**src/rtl/inst_prefetch_unit_pkg.sv**
```systemverilog
// Shared definitions for the instruction prefetch unit: data width, the NOP
// encoding driven when no instruction is available, and the queue entry type.
package inst_prefetch_unit_pkg;

  localparam int unsigned XLEN = 32;
  localparam logic [XLEN-1:0] NOP_INST = 32'h0000_0013;

  // One queued instruction together with the address it was fetched from
  typedef struct packed {
    logic [XLEN-1:0] pc;
    logic [XLEN-1:0] inst;
  } fetch_entry_t;

  // Clear the two low address bits so the result is word aligned
  function automatic logic [XLEN-1:0] word_align(input logic [XLEN-1:0] addr);
    return addr & ~XLEN'(3);
  endfunction

endpackage

```
**src/rtl/inst_prefetch_unit_fetch_fifo.sv**
```systemverilog
// Synchronous FIFO holding fetched instructions. The head entry is read
// straight from registered storage, so a push is visible one cycle later.
// Ports:
//   clk, rst        clock, asynchronous active-high reset
//   clear           synchronous flush; wins over push/pop
//   push, push_data write one entry (ignored when full without a pop)
//   pop             remove the head entry (ignored when empty)
//   head            current head entry (don't-care when count == 0)
//   count           current occupancy, 0..DEPTH
module fetch_fifo #(
  parameter int unsigned DEPTH = 4,
  parameter type entry_t = logic [63:0]
) (
  input  logic                         clk,
  input  logic                         rst,
  input  logic                         clear,
  input  logic                         push,
  input  entry_t                       push_data,
  input  logic                         pop,
  output entry_t                       head,
  output logic [$clog2(DEPTH+1)-1:0]   count
);

  localparam int unsigned AW = $clog2(DEPTH);
  localparam int unsigned CW = $clog2(DEPTH + 1);

  entry_t        mem [DEPTH];
  logic [AW-1:0] rd_ptr;
  logic [AW-1:0] wr_ptr;
  logic          do_pop;
  logic          do_push;

  assign do_pop  = pop & (count != '0);
  assign do_push = push & ((count != CW'(DEPTH)) | do_pop);
  assign head    = mem[rd_ptr];

  // Pointer and occupancy tracking; pointers wrap naturally (DEPTH is 2^n)
  always_ff @(posedge clk or posedge rst) begin
    if (rst) begin
      rd_ptr <= '0;
      wr_ptr <= '0;
      count  <= '0;
    end else if (clear) begin
      rd_ptr <= '0;
      wr_ptr <= '0;
      count  <= '0;
    end else begin
      if (do_pop)  rd_ptr <= rd_ptr + AW'(1);
      if (do_push) wr_ptr <= wr_ptr + AW'(1);
      if (do_push && !do_pop)      count <= count + CW'(1);
      else if (do_pop && !do_push) count <= count - CW'(1);
    end
  end

  // Entry storage needs no reset: occupancy alone defines what is valid
  always_ff @(posedge clk) begin
    if (do_push && !clear) mem[wr_ptr] <= push_data;
  end

endmodule

```
**src/rtl/inst_prefetch_unit.sv**
```systemverilog
// Instruction prefetch unit: issues sequential word fetches to instruction
// memory, queues returned words with their PCs, and presents the head to the
// IF/ID stage. A redirect flushes the queue and drops every in-flight response.
// Ports:
//   clk, rst                     clock, asynchronous active-high reset
//   redirect, redirect_pc        taken branch/jump and its target
//   imem_req/addr/gnt            fetch request handshake
//   imem_rvalid/rdata            in-order fetch responses
//   deq_ready                    downstream accepts the head instruction
//   inst_valid, inst, inst_pc    head instruction (NOP / 0 when not valid)
module inst_prefetch_unit
  import inst_prefetch_unit_pkg::*;
#(
  parameter int unsigned DEPTH    = 4,
  parameter int unsigned MAX_OUT  = 2,
  parameter logic [31:0] RESET_PC = 32'h0000_0000
) (
  input  logic        clk,
  input  logic        rst,
  input  logic        redirect,
  input  logic [31:0] redirect_pc,
  output logic        imem_req,
  output logic [31:0] imem_addr,
  input  logic        imem_gnt,
  input  logic        imem_rvalid,
  input  logic [31:0] imem_rdata,
  input  logic        deq_ready,
  output logic        inst_valid,
  output logic [31:0] inst,
  output logic [31:0] inst_pc
);

  localparam int unsigned OW = $clog2(MAX_OUT + 1);
  localparam int unsigned CW = $clog2(DEPTH + 1);

  logic [XLEN-1:0] fetch_pc;
  logic [XLEN-1:0] resp_pc;
  logic [OW-1:0]   outstanding;
  logic [OW-1:0]   discard_cnt;
  logic [CW-1:0]   fifo_count;
  fetch_entry_t    fifo_head;
  fetch_entry_t    push_entry;
  logic            accept;
  logic            resp_keep;
  logic            pop;

  // Every outstanding request holds a queue slot, so the queue can never overflow
  assign imem_req  = !rst && !redirect && (outstanding < OW'(MAX_OUT)) &&
                     ((32'(fifo_count) + 32'(outstanding)) < DEPTH);
  assign imem_addr = fetch_pc;
  assign accept    = imem_req & imem_gnt;

  assign resp_keep  = imem_rvalid && (discard_cnt == '0) && !redirect;
  assign push_entry = '{pc: resp_pc, inst: imem_rdata};

  assign inst_valid = (fifo_count != '0) && !redirect;
  assign inst       = inst_valid ? fifo_head.inst : NOP_INST;
  assign inst_pc    = inst_valid ? fifo_head.pc : '0;
  assign pop        = inst_valid & deq_ready;

  // Fetch/response PCs and in-flight bookkeeping
  always_ff @(posedge clk or posedge rst) begin
    if (rst) begin
      fetch_pc    <= RESET_PC;
      resp_pc     <= RESET_PC;
      outstanding <= '0;
      discard_cnt <= '0;
    end else begin
      if (accept && !imem_rvalid)      outstanding <= outstanding + OW'(1);
      else if (!accept && imem_rvalid) outstanding <= outstanding - OW'(1);

      if (redirect) begin
        fetch_pc <= word_align(redirect_pc);
        resp_pc  <= word_align(redirect_pc);
        // Whatever is still in flight after this cycle is stale
        discard_cnt <= outstanding - OW'(imem_rvalid && (outstanding != '0));
      end else begin
        if (accept) fetch_pc <= fetch_pc + 32'd4;
        if (imem_rvalid) begin
          if (discard_cnt != '0) discard_cnt <= discard_cnt - OW'(1);
          else                   resp_pc     <= resp_pc + 32'd4;
        end
      end
    end
  end

  fetch_fifo #(
    .DEPTH   (DEPTH),
    .entry_t (fetch_entry_t)
  ) u_fetch_fifo (
    .clk       (clk),
    .rst       (rst),
    .clear     (redirect),
    .push      (resp_keep),
    .push_data (push_entry),
    .pop       (pop),
    .head      (fifo_head),
    .count     (fifo_count)
  );

endmodule

```
**config.mk**
```make
export PLATFORM = sky130hd
export DESIGN_NAME = inst_prefetch_unit
export DESIGN_NICKNAME = d
export VERILOG_FILES = /design/src/rtl/inst_prefetch_unit_pkg.sv /design/src/rtl/inst_prefetch_unit_fetch_fifo.sv /design/src/rtl/inst_prefetch_unit.sv
export SDC_FILE = /design/constraint.sdc
export NUM_CORES = 1
export LEC_CHECK = 0
export CAP_MARGIN = 20
export CORE_UTILIZATION = 60
export DETAILED_ROUTE_END_ITERATION = 6
export PLACE_DENSITY = 0.9
export SETUP_SLACK_MARGIN = 0.05
export SLEW_MARGIN = 20
export SYNTH_ARGS = -nofsm -noshare
export SYNTH_HDL_FRONTEND = slang
export SYNTH_HIERARCHICAL = 1
export SYNTH_SLANG_ARGS = --single-unit
```
**constraint.sdc**
```tcl
create_clock -name clk -period 12.9 [get_ports clk]
set_input_delay 2.58 -clock clk [delete_from_list [all_inputs] [get_ports clk]]
set_output_delay 2.58 -clock clk [all_outputs]
set_load 0.1 [all_outputs]
```
== Word level (Yosys, flattened, before mapping) ==
Memory sizes are Yosys's and may differ from the RTL's.
Cells that the tools add are included.
Widths: inputs -> output; s select.

* Flip-flop bits (word level): 75
* Bits in latches: 0
* RAM bits: 256
* ROM bits: 0
* Input port bits: 70
* Output and inout port bits: 98
* Logic and storage cells: 80
* Memories: 1

{| class="wikitable"
|+ Memories
! name !! depth !! width !! rd ports !! clocked after Yosys merged registers in !! write ports !! line !! RTL
|-
| u_fetch_fifo.mem || 4 || 64 || 1 || 0 || 1 || inst_prefetch_unit_fetch_fifo.sv:27 || <nowiki>entry_t mem [DEPTH];</nowiki>
|}

* Add/sub/neg operators: 11
* Multiply operators: 0
* Divide/modulo/power cells: 0
* $lt $le $gt $ge: 2
* Eq/ne operators: 2
* Shifts and indexed selects: 0
* Muxes and demuxes: 21
* Bitwise gates (word level): 5
* Reduce and logical (&&, ||, !) cells: 31

{| class="wikitable"
|+ Operators with widths
! operator !! count
|-
| $mux 32 || 7
|-
| $add 32x3->32 const B || 2
|-
| $mux 2 || 9
|-
| $reduce_bool 2->1 || 8
|-
| $logic_and 1x1->1 || 12
|-
| $mux 3 || 3
|-
| $add 2x1->2 const B || 3
|-
| $logic_not 1->1 || 6
|-
| $reduce_bool 3->1 || 2
|-
| $add 3x2->4 || 1
|-
| $and 1x1->1 || 4
|-
| $lt 4x3->1 const B || 1
|-
| $reduce_and 2->1 || 2
|-
| $sub 2x1->2 const B || 2
|-
| $add 3x1->3 const B || 1
|-
| $ne 3x3->1 const B || 1
|-
| $sub 3x1->3 const B || 1
|-
| $logic_not 2->1 || 1
|-
| $lt 2x2->1 const B || 1
|-
| $mux 1 || 2
|-
| $ne 2x2->1 const B || 1
|-
| $sub 2x1->2 || 1
|-
| $or 1x1->1 || 1
|}

== Logic depth before layout (Yosys ltp) ==
* Depth in word-level cells: 11
* Depth in mapped cells: 11
* Gate-level depth less buffers: 9

== By module ==
The synthesis kept the hierarchy.

{| class="wikitable"
|+ By module, submodules not included
! module !! instances !! cells an instance !! area an instance (um2)
|-
| fetch_fifo || 1 || 395 || 9768.1
|-
| inst_prefetch_unit || 1 || 486 || 4162.7
|}

== Least setup slack after synthesis ==
OpenSTA, ideal clock, no wires.

* Path type: input-to-reg
* Start point: in redirect
* End point: mem u_fetch_fifo/mem[0][0] in the netlist's numbering, enable pin
* Library setup time: 0.578 ns
* Arrival: 8.291 ns
* Required time: 12.322 ns
* Slack: 4.031 ns
* Stages: 7
* Path buffers: 3
* Path through: buf_6 > inv_1 > clkbuf_1 > and2_1 > buf_2 > o21ai_0 > nor3b_1

* Elaborated cells on any way between the ends: 10
* Those cells by class: 2 x mux; 4 x bitwise; 4 x reduce/logical

{| class="wikitable"
|+ RTL lines
! what !! line !! RTL
|-
| start, declared || inst_prefetch_unit.sv:20 || <nowiki>input logic redirect,</nowiki>
|-
| $logic_not 1->1 || inst_prefetch_unit.sv:53 || <nowiki>assign resp_keep = imem_rvalid && (discard_cnt == '0) && !redirect;</nowiki>
|-
| $logic_and 1x1->1 || inst_prefetch_unit.sv:53 ||
|-
| net resp_keep || inst_prefetch_unit.sv:44 || <nowiki>logic resp_keep;</nowiki>
|-
| $and 1x1->1 || inst_prefetch_unit_fetch_fifo.sv:34 || <nowiki>assign do_push = push & ((count != CW'(DEPTH)) | do_pop);</nowiki>
|-
| $logic_and 1x1->1 || inst_prefetch_unit_fetch_fifo.sv:57 || <nowiki>if (do_push && !clear) mem[wr_ptr] <= push_data;</nowiki>
|-
| $mux 1 || inst_prefetch_unit_fetch_fifo.sv:57 ||
|-
| $mux 1 (not written as such) || inst_prefetch_unit_fetch_fifo.sv:57 ||
|-
| end, declared || inst_prefetch_unit_fetch_fifo.sv:27 ||
|}

The timed path passes the listed nets, and every way through them passes these cells.

== Worst setup path after layout ==
* Start point: in redirect
* End point: out inst_pc[15]

* Longest elaborated chain between the ends: 3

{| class="wikitable"
|+ RTL lines
! what !! line !! RTL
|-
| $logic_not 1->1 || inst_prefetch_unit.sv:56 || <nowiki>assign inst_valid = (fifo_count != '0) && !redirect;</nowiki>
|-
| $logic_and 1x1->1 || inst_prefetch_unit.sv:56 ||
|-
| $mux 32 || inst_prefetch_unit.sv:58 || <nowiki>assign inst_pc = inst_valid ? fifo_head.pc : '0;</nowiki>
|-
| end, declared || inst_prefetch_unit.sv:30 || <nowiki>output logic [31:0] inst_pc</nowiki>
|}

Every way passes these cells.

==> impl_results.md <==
* Max_cap viols at 0
* Synth warn at 6
* Chip Height at 154 µm
* Worst path arrival time at about 4.8 ns
* Via count at roughly 8300
* Register-to-register setup slack at around 9.4 ns
* Area growth syn-to-layout at 21.4%
* Final ANT Viol Nets at 0
* Drt pass-1 iters at 7
* Global route overflow at 0
* CTS tree: built
* Crit. End Element: output port
* RSZ-0062 raised after global routing: false
* Final WL at 28400 µm
* CTS Buf Count at 34
* Avg Vias per Cell at 6.10
* Mapped Cells at a little under 900
* Highest clock rate at 136 MHz
* Worst slew pin tran at 1.05 ns
* CP required at around 10 ns
* Reg-to-reg endpoint: u_fetch_fifo/mem[0][39]$_DFFE_PP_
* WHS Endpoint: imem_addr[23]$_DFFE_PP0P_
* CTS max path bufs at 3
* Port buffer count at roughly 160
* FF-to-FF Start: u_fetch_fifo/count[2]$_DFFE_PP0P_
* CTS sink count at ~330
* Detail Placement HPWL at 16900 µm
* Drt initial violations at roughly 650
* Number of diodes at 0
* Final core occ at around 74%
* Routed WL per cell at approximately 21 µm
* Distinct cells, synth at 57
* Starting Density at between 60% and 70%
* Fin. max-slew vios at 0
* Reg2reg path depth at 7
* Launch point of the worst path: redirect
* CTS Hold Bufs at 0
* Hold WC Path Type: reg -> reg
* Crit Path Class: in -> out
* Std-Cell Core Area at ~0.023 mm²
* Most used DFF post-synth: edfxtp_1
* Die width at around 150 µm
* Initial antenna violation count at 0
* Share of cells above drive strength 1 at 13.5%
* Skew-Pair Late Insertion Delay at about 0.5 ns
* I/O Pins at 168
* Worst-path clk slew at 0.06 ns
* WHS Path Cells at 1
* Post-synthesis sequential area ratio at between 60% and 70%
* Status: complete, but fails checks
* Critical Path Fanout Max at 63
* Setup TNS at 0 ns
* Filler cells at 1356
* Residual DRC at 7
* # setup viols final at 0
* CP Launch Type: primary input
* Leakage power at roughly 5.7 nW
* Fin crit period at between 7 and 8 ns
* Root Driver: clkbuf_16
* Asr flop ratio synth at between 20% and 30%
* Die area at 0.0238 mm²
* Final nets at between 1000 and 1500
* Pin count of the biggest net entering global routing at 73
* GRT Util Overall at between 20% and 30%
* Failing checks: design-rule violations
* First-pass GRT wire length at around 45000 µm
* Maximum VDD drop at 0.109 mV
* Relative slew margins at between 20 and 30%
* Layout Skew at around 0.013 ns
* Worst hold start: imem_addr[23]$_DFFE_PP0P_
* Syn Std Cell Area at ~0.014 mm²
* Post-Syn Area per Cell at about 16 µm²
* Cell Pwr Density at around 150 mW/mm²
* Final GP Congestion at about 0.88
* Postcts setup bufs at 0
* # rows at 55
* Vias in the first global route at between 8000 and 9000
* EDFF count, synth at roughly 260
* Final Hold Vio Count at 0
* Yosys reg bits at between 300 and 400
* CTS H-Tree Depth at 2
* Final worst-path cycle share at 56.9%
* Resize count post-CTS at 0
[area by class of cell]
cell class,instances,area [µm²],share of cell area [%]
Sequential cell,327,9470,56.0
Clock inverter,15,125,0.740
Clock buffer,46,970,5.73
Tap cell,285,357,2.11
Multi-Input combinational cell,499,4240,25.0
Timing Repair Buffer,173,1700,10.1
Inverter,15,56.3,0.333
[flip-flops by register name, summed over array words and instances (netlist names)]
| signal | count |
|---|---|
| u_fetch_fifo/mem | 256 |
| discard_cnt | 2 |
| u_fetch_fifo/rd_ptr | 2 |
| u_fetch_fifo/count | 3 |
| u_fetch_fifo/wr_ptr | 2 |
| outstanding | 2 |
| imem_addr | 30 |
| resp_pc | 30 |
[how the worst max path moves through the flow]
stage / to / slack (ns) / cells after the start
2_1_floorplan: u_fetch_fifo/mem[0][0]$_DFFE_PP_ / 4.03 / 7
3_3_place_gp: inst_pc[14] / 5.56 / 5
3_5_place_dp: inst_pc[17] / 5.58 / 5
4_1_cts: inst[11] / 5.54 / 5
5_1_grt: inst_pc[14] / 5.42 / 5
6_report: inst_pc[15] / 5.56 / 5
[stage by stage]
stage	setup WS, ns	power [mW]	hold slack, ns	instance area (µm²)	instances
5_1_grt	5.42	2.56	0.589	16900	1360
6_report	5.56	2.48	0.563	16900	1360
4_1_cts	5.54	2.50	0.555	16900	1360
3_3_place_gp	5.56	1.55	0.545	15800	1299
3_5_place_dp	5.58	1.56	0.538	15800	1299
2_1_floorplan	4.03	1.46	0.494	14000	890
[cell families (layout without fill, tap and decap cells)]
logic type,Yosys count,count (layout),synth area share [%]
buf+inv,64,249,2.12
xor+xnor,42,42,2.64
fa+ha+maj,11,11,1.04
mux,75,75,11.2
flops,327,327,67.9
other cells,1,10,0.0269
compound gates,92,92,4.19
simple gates,269,269,10.8
[cells in the mapped netlist, types with 7 or more instances]
cell      count  share of area (%)
nand2b_1     10               0.45
nor2_1       31               0.84
ha_1         10               0.90
a21boi_0      8               0.43
and4_1        7               0.44
and3_1        7               0.31
buf_4         8               0.43
xnor2_1      15               0.94
nand4_1      29                1.3
dfrtp_1      71                 13
clkbuf_1     24               0.65
nand2_1      47                1.3
inv_1        14               0.38
o211ai_1      9               0.48
nand3_1      32                1.1
edfxtp_1    256                 55
o21ai_0      40                1.4
buf_2        14               0.50
and2_1       74                3.3
xor2_1       27                1.7
mux4_2       64                 10
[routing by layer]
metal | wire (µm) | global-route usage [%] | up-vias
met4 | 478 | 7.31 | 0
met3 | 1780 | 4.03 | 37
met5 | 0 | 0 | -
li1 | - | - | 3718
met2 | 14100 | 41.1 | 357
met1 | 12100 | 35.0 | 4186
[cells in the final DEF (no fill, tap or decap), drive strengths merged, types with 4 or more instances in the layout]
cell	Yosys	final
a21boi	8	8
a21oi	6	6
a31oi	6	6
and2	74	74
and3	7	7
and4	8	8
buf	25	11
clkbuf	24	46
clkdlybuf4s50	0	162
clkinv	0	10
conb	1	10
dfrtp	71	71
edfxtp	256	256
ha	10	10
inv	15	15
mux2	7	7
mux2i	4	4
mux4	64	64
nand2	47	47
nand2b	10	10
nand3	32	32
nand4	29	29
nor2	31	31
nor3	5	5
nor3b	4	4
o211ai	9	9
o21ai	40	40
o311ai	5	5
or3	6	6
or4	5	5
xnor2	15	15
xor2	27	27
[power by group]
group	switching [mW]	internal, mW	leakage [nW]
combinational	0.203	0.0973	2.00
clock	0.374	0.567	0.526
sequential	0.0525	1.19	3.17
[worst max-delay path, stage by stage]
cell and delay (ns):
buf_2 0.16, nor2_4 0.13, buf_4 0.47, and2_1 0.20
clkdlybuf4s50_1 1.18
No activity file was read; power rests on OpenSTA's default activity.
